--- config.mk ---
export PLATFORM = sky130hd
export DESIGN_NAME = fetch_queue
export DESIGN_NICKNAME = d
export VERILOG_FILES = /design/src/rtl/riscv_pkg.sv /design/src/rtl/fetch_queue.sv
export SDC_FILE = /design/constraint.sdc
export NUM_CORES = 1
export LEC_CHECK = 0
export CORE_ASPECT_RATIO = 0.7
export CORE_MARGIN = 4
export CORE_UTILIZATION = 50
export CTS_CLUSTER_SIZE = 30
export DETAILED_ROUTE_END_ITERATION = 7
export PLACE_DENSITY = 0.79
export SETUP_SLACK_MARGIN = 0.1
export SKIP_LAST_GASP = 1
export SLEW_MARGIN = 20
export SYNTH_ARGS = -nofsm -noshare
export SYNTH_HDL_FRONTEND = slang
export SYNTH_SLANG_ARGS = --single-unit
--- constraint.sdc ---
create_clock -name clk -period 7.4 [get_ports clk]
set_clock_uncertainty 0.15 [all_clocks]
set_input_delay 1.48 -clock clk [delete_from_list [all_inputs] [get_ports clk]]
set_output_delay 1.48 -clock clk [all_outputs]
set_load 0.01 [all_outputs]
--- src/rtl/riscv_pkg.sv ---
// Shared core types: fetch bundle carried from fetch into the decode queue.
package riscv_pkg;

  localparam int XLEN = 32;
  localparam logic [31:0] NOP_INSTR = 32'h0000_0013;

  typedef struct packed {
    logic [XLEN-1:0] addr;
    logic [XLEN-1:0] instr;
    logic            pred_taken;
  } fetch_entry_t;

endpackage

--- src/rtl/fetch_queue.sv ---
// Fetch-to-decode decoupling FIFO with mispredict/fence flush.
// Optional same-cycle pass-through when empty: FETCH_QUEUE_BYPASS_EN.
module fetch_queue
  import riscv_pkg::*;
#(
  parameter int DEPTH  = 4,
  parameter int XLEN_I = 32
) (
  input  logic                       clk,
  input  logic                       rst,
  input  logic                       flush,
  input  logic                       in_valid,
  output logic                       in_ready,
  input  logic [XLEN_I-1:0]          in_addr,
  input  logic [XLEN_I-1:0]          in_instr,
  input  logic                       in_pred_taken,
  output logic                       out_valid,
  input  logic                       out_ready,
  output logic [XLEN_I-1:0]          out_addr,
  output logic [XLEN_I-1:0]          out_instr,
  output logic                       out_pred_taken,
  output logic [$clog2(DEPTH):0]     count
);

  localparam int PW = $clog2(DEPTH);
  localparam int CW = PW + 1;

  fetch_entry_t mem_q [DEPTH];
  fetch_entry_t head;

  logic [PW-1:0] wptr_q, wptr_d;
  logic [PW-1:0] rptr_q, rptr_d;
  logic [CW-1:0] cnt_q, cnt_d;
  logic          empty, full;
  logic          byp, push, pop;

  assign empty = (cnt_q == '0);
  assign full  = (cnt_q == CW'(DEPTH));

`ifdef FETCH_QUEUE_BYPASS_EN
  assign byp = rst && empty && in_valid && !flush;
`else
  assign byp = 1'b0;
`endif

  assign in_ready  = !rst || (!full && !flush);
  assign out_valid = rst && ((!empty && !flush) || byp);

  // A bypassed entry consumed downstream never touches storage.
  assign push = rst && in_valid && !full && !flush
                && !(byp && out_ready);
  assign pop  = !empty && !flush && out_ready;

  assign head = mem_q[rptr_q];

  always_comb begin
    out_addr       = '0;
    out_instr      = '0;
    out_pred_taken = 1'b0;
    if (byp) begin
      out_addr       = in_addr;
      out_instr      = in_instr;
      out_pred_taken = in_pred_taken;
    end else if (out_valid) begin
      out_addr       = head.addr;
      out_instr      = head.instr;
      out_pred_taken = head.pred_taken;
    end
  end

  always_comb begin
    wptr_d = wptr_q + PW'(push);
    rptr_d = rptr_q + PW'(pop);
    cnt_d  = cnt_q + CW'(push) - CW'(pop);
    if (flush) begin
      wptr_d = '0;
      rptr_d = '0;
      cnt_d  = '0;
    end
  end

  always_ff @(posedge clk or negedge rst) begin
    if (!rst) begin
      wptr_q <= '0;
      rptr_q <= '0;
      cnt_q  <= '0;
    end else begin
      wptr_q <= wptr_d;
      rptr_q <= rptr_d;
      cnt_q  <= cnt_d;
    end
  end

  always_ff @(posedge clk) begin
    if (push) begin
      mem_q[wptr_q] <= '{addr:       in_addr,
                         instr:      in_instr,
                         pred_taken: in_pred_taken};
    end
  end

  assign count = cnt_q;

endmodule

## Word level (Yosys, flattened, before mapping)

Memory sizes are Yosys's and may differ from the RTL's.
Index checks and enable logic that the tools add are counted.

- RAM bits: 260
- Logic and storage cells: 30
- Memories: 1
- Output and inout port bits: 70
- Input port bits: 70
- Flip-flop bits (word level): 7

Memory list:

| memory | depth | width | rd ports | clocked after Yosys merged registers in | wr ports | line | source |
|---|---|---|---|---|---|---|---|
| mem_q | 4 | 65 | 1 | 0 | 1 | fetch_queue.sv:28 | `fetch_entry_t mem_q [DEPTH];` |

- Eq/ne operators: 1
- Mux-type cells: 8
- Add/sub/neg operators: 4
- Reduce and logical (&&, ||, !) cells: 13

Operators by type and width:

| operator | count |
|---|---|
| two-way mux 32 bit | 2 |
| logical AND 1 bit | 7 |
| adder 2 x 1 -> 2 bit | 2 |
| logical NOT 1 bit | 4 |
| two-way mux 2 bit | 2 |
| adder 3 x 1 -> 3 bit | 1 |
| == test 3 bit (second input constant) | 1 |
| logical NOT 3 bit | 1 |
| two-way mux 1 bit | 3 |
| two-way mux 3 bit | 1 |
| subtractor 3 x 1 -> 3 bit | 1 |
| logical OR 1 bit | 1 |

## Depth between registers and ports, before layout

- Word-level depth: 7
- Gate-level depth with buffers: 9
- Depth with buffers taken out: 8

## Worst setup path after synthesis

OpenSTA, ideal clock, no wires.

- Kind: input to register
- Start: input port flush
- End: memory mem_q[2][0] (netlist bit), enable pin
- Arrival: 6.790 ns
- Buffers on the path: 1
- Stages: 4
- Setup slack: -0.122 ns
- Required time: 6.668 ns
- Library setup time: 0.582 ns
- Path through: buf_2 -> nor2b_1 -> nand3b_1 -> nor3b_1

- Word-level cells in the longest chain between the ends: 4

Ends and longest elaborated chain:

| what | line | source |
|---|---|---|
| start, declared | fetch_queue.sv:11 | `input logic flush,` |
| logical NOT 1 bit | fetch_queue.sv:50 | `assign push = rst && in_valid && !full && !flush` |
| logical AND 1 bit | fetch_queue.sv:50 |  |
| two-way mux 1 bit | fetch_queue.sv:95 | `if (push) begin` |
| two-way mux 1 bit (implied by the code) | fetch_queue.sv:96 | `mem_q[wptr_q] <= '{addr: in_addr,` |
| end, declared | fetch_queue.sv:28 |  |

Every way passes these cells.

## Worst setup path after layout

- Start: input port rst
- End: output port out_instr[4]

- Word-level cells in the longest chain between the ends: 2

Ends and longest elaborated chain:

| what | line | source |
|---|---|---|
| start, declared | fetch_queue.sv:10 | `input logic rst,` |
| logical AND 1 bit | fetch_queue.sv:47 | `assign out_valid = rst && ((!empty && !flush) \|\| byp);` |
| two-way mux 32 bit | fetch_queue.sv:64 | `end else if (out_valid) begin` |
| end, declared | fetch_queue.sv:20 | `output logic [XLEN_I-1:0] out_instr,` |

Every way passes these cells.

==> impl_metrics.json <==
{
  "met3_usage_pct": 3.79,
  "h-tree-depth": 1,
  "syn-cell-area_sq_um": 10200,
  "die_h_um": 128,
  "fmax_mhz": 173,
  "end_kind": "output port",
  "core_sq_um": 20000,
  "post_cts_resized": 0,
  "initial_utilization_pct": 51.2,
  "die_width_um": 179,
  "totalWireLength_mm": 19.3,
  "detailed_place_hpwl_mm": 11.7,
  "seq_area_frac_synth_pct": 78.1,
  "startpoint": "rst",
  "grt.overflow.total": 0,
  "cts_buffers": 25,
  "relSlewSlack_pct": 31.9,
  "min_path_type": "flop to flop",
  "status": "finished, final reports clean",
  "powerDensity_nw_per_um2": 272,
  "worstSetupEndpoint": "out_instr[4]",
  "fin_tns_setup_ns": 0,
  "drt_iter0_drc": 490,
  "finalCritPeriodShare_pct": 78.1,
  "synth_top_area_cell": "edfxtp_1",
  "detail_route.first_pass.iterations": 4,
  "drive_gt1_share_pct": 19.0,
  "start_kind": "input pin",
  "clkSinkCount": 267,
  "syn2layout_area_growth_pct": 24.6,
  "ant_nets": 0,
  "reg2regPathDepth": 4,
  "dp_slack_ns": 1.53,
  "leakage_uw": 0.00395,
  "ys_types": 23,
  "seq_area_sq_um": 7990,
  "met1_usage_pct": 25.2,
  "dieArea_sq_um": 22800,
  "clockBufferDepth": 3,
  "post_cts_buffers": 0,
  "drc": 0,
  "rsz0062_at_grt": "no",
  "clkTransAtPathRegs_ns": 0.06,
  "crit_required_ns": 5.77,
  "rows": 43,
  "worstSetupPathType": "input pin to output port",
  "io_buffers": 139,
  "fin_cells": 890,
  "grt_use_total_pct": 17.3,
  "first_global_vias": 5322,
  "cts_root_buf": "clkbuf_16",
  "busiest_layer": "met2",
  "antenna_cells": 0,
  "cp_data_arrival_time_ns": 4.15,
  "fin_nets": 677,
  "cp_max_fo": 40,
  "use_met2_pct": 27.8,
  "timing.rr.end": "mem_q[3][10]",
  "ys_ff_latch": 267,
  "r2r_slack_ns": 4.73,
  "viasPerCell": 5.48,
  "synthesis.instances": 450,
  "setup_viol": 0,
  "cts_tree": "done",
  "worst_slack_ns": 1.62,
  "multi_input_area_sq_um": 2120,
  "finalHoldViolCount": 0,
  "slew_violations": 0,
  "io_pins": 140,
  "max_slew.worst_pin.slew_ns": 1.02,
  "grt_pass1_wl_mm": 30.1,
  "gp_congestion": 0.710,
  "dp_cells": 846,
  "cap_violations": 0,
  "grt_antenna_before_repair": 0,
  "routedWlPerCell_um": 21.7,
  "synth.top_cell.area_share_pct": 76.4,
  "ctsHoldBuffers": 0,
  "synth_area_leaders": "edfxtp_1, mux4_2, nor2b_1",
  "clock_latency_ns": 0.50,
  "fin_crit_ns": 5.78,
  "nFillCells": 1318,
  "grt_max_degree": 66,
  "syn-num-nets": 524,
  "ir_drop_mv": 0.185,
  "vias": 4875,
  "yosysWarnings": 0,
  "syn_area_per_cell_sq_um": 22.7,
  "r2r_start": "count[2]"
}
-- cell usage after synthesis --
cell type and count:
ha_1 3, xnor2_1 4, nand3b_1 1, nor3b_1 4, buf_4 1, clkbuf_1 3
mux4_2 65, and3_1 1, fa_1 1, nor3_1 2, inv_1 2, buf_2 11
buf_1 1, nand2b_1 1, nor2b_1 69, nor2_1 4, edfxtp_1 260, inv_2 1
buf_6 6, and2_1 1, dfrtp_1 7, xor2_1 1, o21ai_0 1
-- state kept, by name, indices dropped and copies added, names as in the netlist --
| name | count |
|---|---|
| count | 3 |
| mem_q | 260 |
| rptr_q | 2 |
| wptr_q | 2 |
-- kinds of logic (layout without fill, tap and decap cells) --
| logic type | count (synthesis) | in the layout | share of synthesized area [%] |
|---|---|---|---|
| mux | 65 | 65 | 14.3 |
| fa+ha+maj | 4 | 4 | 0.563 |
| flops | 267 | 267 | 78.1 |
| compound gates | 1 | 1 | 0.0489 |
| xor+xnor | 5 | 5 | 0.428 |
| simple gates | 83 | 83 | 5.02 |
| buf+inv | 25 | 195 | 1.53 |
-- metrics by stage --
stage	power [uW]	utilization, %	instance area, sq um	hold slack, ns
2_1_floorplan	2040	-	10200	0.413
3_3_place_gp	2240	59.7	11900	0.505
3_5_place_dp	2250	59.7	11900	0.553
4_1_cts	3510	63.8	12700	0.576
5_1_grt	3610	63.8	12700	0.622
6_report	3470	63.8	12700	0.573
-- per-layer routing --
metal  wire length, um  up-vias
met5                 0        -
met4               248        0
met3              1610       24
met2              9220      201
met1              8230     2510
li1                  -     2140
-- final cells by class --
type	count	share of cell area (%)
Clock buffer	35	5.76
Timing Repair Buffer	148	11.5
Tap cell	270	2.65
Clock inverter	9	0.698
Sequential cell	267	62.7
Multi-Input combinational cell	158	16.6
Inverter	3	0.0884
-- report_power, final --
group / leakage (uW) / internal [uW] / total [uW] / switching, uW
Clock: 0.000406 / 754 / 1250 / 500
Combinational: 0.00111 / 276 / 468 / 192
Sequential: 0.00244 / 1700 / 1740 / 47.4
Total: 0.00395 / 2730 / 3470 / 739
-- critical path, cell delays in order --
cell and delay (ns):
clkdlybuf4s50_1 0.68, nor2b_1 0.27, nand2b_2 0.53, buf_4 0.45, nor2b_1 0.17, clkdlybuf4s50_1 0.56
-- how the worst min path moves through the flow --
stage | depth (start not counted) | end | from | slack (ns)
after floorplan | 2 | wptr_q[1] | wptr_q[1] | 0.41
after global placement | 2 | wptr_q[1] | wptr_q[1] | 0.50
after detailed placement | 2 | wptr_q[1] | wptr_q[1] | 0.55
after CTS | 2 | wptr_q[1] | wptr_q[1] | 0.58
after global routing | 2 | wptr_q[1] | wptr_q[1] | 0.62
final | 2 | wptr_q[1] | wptr_q[1] | 0.57
-- placed cells by master (no fill, tap or decap) --
master,n
edfxtp_1,260
nand2b_2,1
clkbuf_16,25
nor3_1,1
and2_1,1
mux4_2,65
clkbuf_1,3
o21ai_0,1
dfrtp_2,1
nor2b_1,69
xnor2_1,4
nor3b_4,2
xor2_1,1
clkinv_1,5
clkdlybuf4s50_1,139
dfrtp_4,1
nor2_1,4
nor3_2,1
ha_1,3
clkbuf_8,7
bufinv_16,2
nand3b_1,1
buf_4,9
fa_1,1
clkinv_2,2
inv_2,1
nor3b_1,2
dfrtp_1,5
inv_1,2
and3_4,1
Note: power is estimated with default switching activity, not from simulation.
